**config.mk**
```make
export PLATFORM = sky130hd
export DESIGN_NAME = uart_cmd_rx_flat
export DESIGN_NICKNAME = d
export VERILOG_FILES = /design/src/rtl/uart_cmd_rx_if.sv /design/src/rtl/uart_cmd_rx.sv /design/src/flat_wrapper.sv
export SDC_FILE = /design/constraint.sdc
export NUM_CORES = 1
export LEC_CHECK = 0
export CORE_ASPECT_RATIO = 0.7
export CORE_MARGIN = 2
export CORE_UTILIZATION = 58
export DETAILED_ROUTE_END_ITERATION = 8
export PLACE_DENSITY = 0.78
export SYNTH_ARGS = -nofsm -noshare
export SYNTH_HDL_FRONTEND = slang
export SYNTH_SLANG_ARGS = --single-unit
```
**constraint.sdc**
```tcl
create_clock -name clk -period 2.9 [get_ports clk]
set_clock_uncertainty 0.2 [all_clocks]
set_input_delay 0.435 -clock clk [delete_from_list [all_inputs] [get_ports clk]]
set_output_delay 0.435 -clock clk [all_outputs]
set_load 0.005 [all_outputs]
```
**src/rtl/uart_cmd_rx_if.sv**
```systemverilog
// -----------------------------------------------------------------------------
// uart_cmd_rx_if
//   Bundles the serial input and the command-level outputs of uart_cmd_rx.
//   Signals:
//     rx         1  raw serial line, idle high, asynchronous to clk
//     cmd        8  command level presented to the stats block (8'h00 = none)
//     cmd_valid  1  1-cycle pulse when a new byte first appears on cmd
//     frame_err  1  1-cycle pulse when a stop bit samples low
//     busy       1  high while the receive FSM is not idle
//   Modports:
//     master  drives rx, observes the command outputs (host / bench side)
//     slave   receives rx, drives the command outputs (uart_cmd_rx side)
// -----------------------------------------------------------------------------
interface uart_cmd_rx_if;
    logic       rx;
    logic [7:0] cmd;
    logic       cmd_valid;
    logic       frame_err;
    logic       busy;

    modport master (
        output rx,
        input  cmd,
        input  cmd_valid,
        input  frame_err,
        input  busy
    );

    modport slave (
        input  rx,
        output cmd,
        output cmd_valid,
        output frame_err,
        output busy
    );
endinterface

```
**src/rtl/uart_cmd_rx.sv**
```systemverilog
// -----------------------------------------------------------------------------
// uart_cmd_rx
//   8N1 UART receiver that turns serial commands into an 8-bit command level.
//   Each accepted byte is held on cmd for HOLD_CYCLES clocks and then cleared
//   to 8'h00 so the consumer re-arms. A byte arriving while cmd is nonzero is
//   parked in a 1-entry pending register and presented after a forced 1-cycle
//   8'h00 gap. Received 8'h00 bytes are dropped silently.
//
//   Build option:
//     CMD_FILTER_EN  when defined, only 'e' (8'h65), 's' (8'h73), 'h' (8'h68)
//                    and 'l' (8'h6c) are accepted; other well-framed bytes are
//                    dropped without any pulse. Undefined: every nonzero byte
//                    with a valid stop bit is accepted.
//
//   Parameters:
//     CLK_HZ       system clock in Hz
//     BAUD         serial bit rate; CLKS_PER_BIT = CLK_HZ / BAUD
//     HOLD_CYCLES  clocks a command stays on cmd before auto-clear (>= 1)
//
//   Ports:
//     clk      in   system clock, rising edge
//     reset_n  in   asynchronous active-low reset
//     bus      uart_cmd_rx_if.slave (rx in; cmd, cmd_valid, frame_err, busy out)
// -----------------------------------------------------------------------------
module uart_cmd_rx #(
    parameter int CLK_HZ      = 27000000,
    parameter int BAUD        = 115200,
    parameter int HOLD_CYCLES = 1024
) (
    input  logic         clk,
    input  logic         reset_n,
    uart_cmd_rx_if.slave bus
);

    localparam int CLKS_PER_BIT = CLK_HZ / BAUD;
    localparam int BAUD_W       = (CLKS_PER_BIT > 1) ? $clog2(CLKS_PER_BIT) : 1;
    localparam int HOLD_W       = $clog2(HOLD_CYCLES + 1);

    localparam logic [BAUD_W-1:0] HALF_CNT  = BAUD_W'(CLKS_PER_BIT / 2);
    localparam logic [BAUD_W-1:0] LAST_CNT  = BAUD_W'(CLKS_PER_BIT - 1);
    localparam logic [HOLD_W-1:0] HOLD_LOAD = HOLD_W'(HOLD_CYCLES);

    localparam logic [1:0] ST_IDLE  = 2'd0;
    localparam logic [1:0] ST_START = 2'd1;
    localparam logic [1:0] ST_DATA  = 2'd2;
    localparam logic [1:0] ST_STOP  = 2'd3;

    // Receive path state
    logic [1:0]        sync_reg;
    logic              rx_prev_reg;
    logic [1:0]        state_reg,    state_next;
    logic [BAUD_W-1:0] baud_cnt_reg, baud_cnt_next;
    logic [2:0]        bit_idx_reg,  bit_idx_next;
    logic [7:0]        shift_reg,    shift_next;

    // Output stage state
    logic [7:0]        cmd_reg,        cmd_next;
    logic              cmd_valid_reg,  cmd_valid_next;
    logic              frame_err_reg,  frame_err_next;
    logic [HOLD_W-1:0] hold_cnt_reg,   hold_cnt_next;
    logic [7:0]        pend_reg,       pend_next;
    logic              pend_valid_reg, pend_valid_next;

    logic rx_s;
    logic fall_edge;
    logic stop_ok;
    logic stop_bad;
    logic byte_ok;
    logic accept;

    assign rx_s      = sync_reg[1];
    assign fall_edge = rx_prev_reg & ~rx_s;

    // Command filter
`ifdef CMD_FILTER_EN
    localparam logic [31:0] ALLOWED_CODES = {8'h6c, 8'h68, 8'h73, 8'h65};
    logic [3:0] code_hit;

    genvar gi;
    generate
        for (gi = 0; gi < 4; gi++) begin : g_code
            assign code_hit[gi] = (shift_reg == ALLOWED_CODES[gi*8 +: 8]);
        end
    endgenerate

    assign byte_ok = |code_hit;
`else
    assign byte_ok = (shift_reg != 8'h00);
`endif

    // A zero byte is never presented, whatever the filter says.
    assign accept = stop_ok & byte_ok & (shift_reg != 8'h00);

    // -------------------------------------------------------------------------
    // Receive FSM
    // -------------------------------------------------------------------------
    always_comb begin
        state_next   = state_reg;
        bit_idx_next = bit_idx_reg;
        shift_next   = shift_reg;
        stop_ok      = 1'b0;
        stop_bad     = 1'b0;
        // Saturating count; every state that uses it resets it explicitly.
        if (baud_cnt_reg == LAST_CNT) begin
            baud_cnt_next = baud_cnt_reg;
        end else begin
            baud_cnt_next = baud_cnt_reg + BAUD_W'(1);
        end

        unique case (state_reg)
            ST_IDLE: begin
                baud_cnt_next = '0;
                if (fall_edge) begin
                    state_next = ST_START;
                end
            end
            ST_START: begin
                // Mid start bit: a high sample means the edge was a glitch.
                if (baud_cnt_reg == HALF_CNT) begin
                    baud_cnt_next = '0;
                    bit_idx_next  = 3'd0;
                    state_next    = rx_s ? ST_IDLE : ST_DATA;
                end
            end
            ST_DATA: begin
                // Sample point is now a whole bit period after mid start.
                if (baud_cnt_reg == LAST_CNT) begin
                    baud_cnt_next = '0;
                    shift_next    = {rx_s, shift_reg[7:1]};
                    bit_idx_next  = bit_idx_reg + 3'd1;
                    if (bit_idx_reg == 3'd7) begin
                        state_next = ST_STOP;
                    end
                end
            end
            ST_STOP: begin
                // Return to idle at mid-stop so a new start edge can follow
                // without waiting for the end of the stop bit.
                if (baud_cnt_reg == LAST_CNT) begin
                    baud_cnt_next = '0;
                    state_next    = ST_IDLE;
                    stop_ok       = rx_s;
                    stop_bad      = ~rx_s;
                end
            end
            default: begin
                state_next    = ST_IDLE;
                baud_cnt_next = '0;
            end
        endcase
    end

    // -------------------------------------------------------------------------
    // Output stage: hold timer, pending slot and 1-cycle gap
    // -------------------------------------------------------------------------
    always_comb begin
        cmd_next        = cmd_reg;
        cmd_valid_next  = 1'b0;
        frame_err_next  = stop_bad;
        hold_cnt_next   = hold_cnt_reg;
        pend_next       = pend_reg;
        pend_valid_next = pend_valid_reg;

        if (accept) begin
            if (cmd_reg == 8'h00) begin
                // Free output (including the gap cycle): present directly.
                // A byte still pending is superseded, so the newest wins.
                cmd_next        = shift_reg;
                cmd_valid_next  = 1'b1;
                hold_cnt_next   = HOLD_LOAD;
                pend_valid_next = 1'b0;
            end else begin
                // Output busy (also when the hold expires this very cycle):
                // park the byte and force one cycle of 8'h00.
                pend_next       = shift_reg;
                pend_valid_next = 1'b1;
                cmd_next        = 8'h00;
                hold_cnt_next   = '0;
            end
        end else if (pend_valid_reg) begin
            cmd_next        = pend_reg;
            cmd_valid_next  = 1'b1;
            hold_cnt_next   = HOLD_LOAD;
            pend_valid_next = 1'b0;
        end else if (cmd_reg != 8'h00) begin
            // The counter is loaded with HOLD_CYCLES on the first cmd cycle;
            // clearing as it steps to zero keeps the byte up for exactly
            // HOLD_CYCLES clocks and the counter never wraps.
            if (hold_cnt_reg <= HOLD_W'(1)) begin
                cmd_next      = 8'h00;
                hold_cnt_next = '0;
            end else begin
                hold_cnt_next = hold_cnt_reg - HOLD_W'(1);
            end
        end
    end

    // -------------------------------------------------------------------------
    // Registers
    // -------------------------------------------------------------------------
    always_ff @(posedge clk or negedge reset_n) begin
        if (!reset_n) begin
            sync_reg       <= 2'b11;
            rx_prev_reg    <= 1'b1;
            state_reg      <= ST_IDLE;
            baud_cnt_reg   <= '0;
            bit_idx_reg    <= 3'd0;
            shift_reg      <= 8'h00;
            cmd_reg        <= 8'h00;
            cmd_valid_reg  <= 1'b0;
            frame_err_reg  <= 1'b0;
            hold_cnt_reg   <= '0;
            pend_reg       <= 8'h00;
            pend_valid_reg <= 1'b0;
        end else begin
            sync_reg       <= {sync_reg[0], bus.rx};
            rx_prev_reg    <= rx_s;
            state_reg      <= state_next;
            baud_cnt_reg   <= baud_cnt_next;
            bit_idx_reg    <= bit_idx_next;
            shift_reg      <= shift_next;
            cmd_reg        <= cmd_next;
            cmd_valid_reg  <= cmd_valid_next;
            frame_err_reg  <= frame_err_next;
            hold_cnt_reg   <= hold_cnt_next;
            pend_reg       <= pend_next;
            pend_valid_reg <= pend_valid_next;
        end
    end

    assign bus.cmd       = cmd_reg;
    assign bus.cmd_valid = cmd_valid_reg;
    assign bus.frame_err = frame_err_reg;
    assign bus.busy      = (state_reg != ST_IDLE);

endmodule

```
**src/flat_wrapper.sv**
```systemverilog
// flat-port wrapper written by rule: the top's interface ports become plain ports
module uart_cmd_rx_flat 
#(
    parameter int CLK_HZ      = 27000000,
    parameter int BAUD        = 115200,
    parameter int HOLD_CYCLES = 1024
)
  (clk, reset_n, bus_rx, bus_cmd, bus_cmd_valid, bus_frame_err, bus_busy);
  uart_cmd_rx_if bus_i ();
  input  logic clk;
  input  logic reset_n;
  input wire logic [$bits(bus_i.rx)-1:0] bus_rx;
  output wire logic [$bits(bus_i.cmd)-1:0] bus_cmd;
  output wire logic [$bits(bus_i.cmd_valid)-1:0] bus_cmd_valid;
  output wire logic [$bits(bus_i.frame_err)-1:0] bus_frame_err;
  output wire logic [$bits(bus_i.busy)-1:0] bus_busy;
  assign bus_i.rx = bus_rx;
  assign bus_cmd = bus_i.cmd;
  assign bus_cmd_valid = bus_i.cmd_valid;
  assign bus_frame_err = bus_i.frame_err;
  assign bus_busy = bus_i.busy;
  uart_cmd_rx #(.CLK_HZ(CLK_HZ), .BAUD(BAUD), .HOLD_CYCLES(HOLD_CYCLES)) u_core (.clk(clk), .reset_n(reset_n), .bus(bus_i));
endmodule
```
==> results.cfg <==
[status]
outcome = finished clean

[floorplan]
fp.dieH_um = 60.4
core_um2 = 4350
start_util_pct = 60.5
io_pins = 14
die_w_um = 84.5
num_rows = 20
dieArea_um2 = 5100

[layout]
largest_reg_flops = 11
fin_nets = 278
regArea_um2 = 1360
area_delta_synth_final_pct = 10.6
final_common_cell = dfrtp_1
num_antenna_cells = 0
fillCellCount = 338
stdcell_count = 320
final_cell_mix = dfrtp_1, nor2_1, nand2_1, mux2_2, a21oi_1
multi_input_area_um2 = 1190
post_route_cells_drive_above_1_share_pct = 15.1
final_cell_area_um2 = 2910

[synth]
seq_area_frac_synth_pct = 51.5
async_reset_ff_share_pct = 100
synth_cell_types = 46
yosysWarnings = 0
synth-edff-count = 0
synthCells = 246
synth-main-ff-cell = dfrtp_1
synth_top_area_share_pct = 48.5
synth-seq-cells = 54
yosysTopAreaCell = dfrtp_1
netlist_area_um2 = 2630
synthTopCellsByArea = dfrtp_1, mux2_2, ha_1
synth_nets = 260
postSynthAreaPerCell_um2 = 10.7

[placed_design]
placed_area_um2 = 2810
dp_hpwl_mm = 3.68
numPortBuffers = 13
dp_cells = 311
gp_congestion = 0.825

[pwr]
power_leakage_nw = 1.38
powerDensity_nw_per_um2 = 547
total_power_mw = 1.59
irDropWorstVdd_uv = 546

[clocking]
clock_path_buffers = 2
cts.clk_slew.worst_paths_ns = 0.10
tritoncts = yes
root_buffer = clkbuf_8
cts_resized = 0
clk_latency_ns = 0.31
htreeDepth = 2
cts_made_buffers = 5
cts_sinks = 54

[routing]
ant_nets = 0
first_pass_iters = 4
num_vias = 1844
drcViolationCount = 0
via_per_inst = 5.76
wl_per_cell_um = 15.7
drt-initial-drc-count = 135
wl_mm = 5.03

[timing]
worst_pin_slew_ns = 0.615
whs_ns = 0.167
period_share_pct = 84.7
setup_viol = 0
rsz0062_at_grt = no
relSlewSlack_pct = 58.9
fin_crit_ns = 2.46
max_freq_ghz = 0.407
fin_tns_setup_ns = 0
hold_violations = 0
final_max_slew_viol_count = 0

[hold_path]
hp-class = reg2reg

[worst_setup_path]
worstSetupStartpoint = u_core.baud_cnt_reg[1]$_DFF_PN0_
endpoint = u_core.pend_reg[0]$_DFFE_PN0P_
arrival_ns = 2.46
slowest_delay_ns = 0.52
end_kind = register
start_kind = register
critPathSlowestCell = and3_1
ff2ff_setup_slack_ns = 0.44
critPathRequiredTime_ns = 2.90
critical_path_class = reg2reg
crit_fanout = 10
r2r_end = u_core.pend_reg[0]$_DFFE_PN0P_
r2r-start = u_core.baud_cnt_reg[1]$_DFF_PN0_
worst-r2r-cell-count = 6
cp_cell_sequence = inv_1, ha_1, nand3_1, nor3_1, and3_1, mux2_2

[grt]
gr-total-overflow = 0
antenna_found_initial = 0
grt_pass1_wl_mm = 8.32
grt_max_degree = 28
grt_pass1_vias = 1699
grtUsageTotal_pct = 21.2

[run]
drv_cap = 0
==> cell families (layout without fill, tap and decap cells) <==
logic type,Yosys count,count (layout),share of synthesized area [%]
adder cells (fa/ha/maj),11,11,5.23
buffers and inverters,17,36,3.37
multiplexers,20,20,8.36
AO/OA/AOI/OAI,46,46,11.7
AND/OR/NAND/NOR,90,90,17.2
flip-flops,54,54,51.5
XOR/XNOR,8,8,2.66
==> worst min path at each step <==
stage                                       from                                 end  slack [ns]  depth (start not counted)
finish              u_core.sync_reg[0]$_DFF_PN1_        u_core.sync_reg[1]$_DFF_PN1_        0.17                          0
global route        u_core.sync_reg[0]$_DFF_PN1_        u_core.sync_reg[1]$_DFF_PN1_        0.17                          0
CTS                 u_core.sync_reg[0]$_DFF_PN1_        u_core.sync_reg[1]$_DFF_PN1_        0.17                          0
detailed placement                       reset_n  u_core.hold_cnt_reg[0]$_DFFE_PN0P_        0.13                          1
global placement                         reset_n    u_core.baud_cnt_reg[3]$_DFF_PN0_        0.13                          1
floorplan                                reset_n          asynchronous set/reset pin       -0.06                          0
==> report_power, final <==
part | total [mW] | leakage (nW) | switching (mW) | internal [mW]
clock network | 0.441 | 0.0506 | 0.260 | 0.181
logic | 0.339 | 0.590 | 0.199 | 0.140
registers | 0.815 | 0.740 | 0.0307 | 0.784
total | 1.59 | 1.38 | 0.490 | 1.11
==> routing by layer <==
metal	up-vias	GRT usage [%]	routed length [um]
li1	908	-	-
met1	889	33.2	2630
met2	40	29.6	2160
met3	7	4.49	184
met4	0	6.58	53
met5	-	0	0
==> per-stage QoR <==
stage / worst slack, ns / utilization [%]
finish: 0.443 / 66.9
global route: 0.300 / 66.9
CTS: 0.449 / 66.9
detailed placement: 0.465 / 64.4
global placement: 0.522 / 64.4
floorplan: 0.690 / -
==> cells in the mapped netlist, types with 2 or more instances <==
| cell type | n |
|---|---|
| dfrtp_1 | 51 |
| nor2_1 | 35 |
| mux2_2 | 16 |
| nand2_1 | 16 |
| a21oi_1 | 14 |
| ha_1 | 11 |
| nand3_1 | 10 |
| inv_1 | 9 |
| a22oi_1 | 8 |
| o21ai_0 | 8 |
| nor4_1 | 5 |
| xor2_1 | 5 |
| and3_1 | 4 |
| clkbuf_1 | 4 |
| mux2i_1 | 4 |
| nor3_1 | 4 |
| a22o_1 | 3 |
| dfstp_2 | 3 |
| nand3b_1 | 3 |
| xnor2_1 | 3 |
| a211oi_1 | 2 |
| a31oi_1 | 2 |
| and2_1 | 2 |
| or2_2 | 2 |
==> final cells by class <==
class                      count  area share, %
clock buffer                   5           2.36
clock inverter                 3          0.988
inverter                      10           1.29
multi-input combinational    175           40.8
sequential                    54           46.5
tap                           55           2.36
timing repair buffer          18           5.67
==> worst max-delay path: cells and delay by family, from the launching register on <==
kind	cells	cell delay (ns)
simple gates	3	1.12
fa+ha+maj	1	0.13
buf+inv	1	0.07
mux	1	0.40
flops	1	0.43
==> what timing repair did <==
action | 4_1_cts | 5_1_grt
hold buffers | 1 | 0
hold endpoints to repair | 10 | 0
endpoints found under the setup margin | 0 | 0
setup buffers | 0 | 0
No activity file was read; power rests on OpenSTA's default activity.
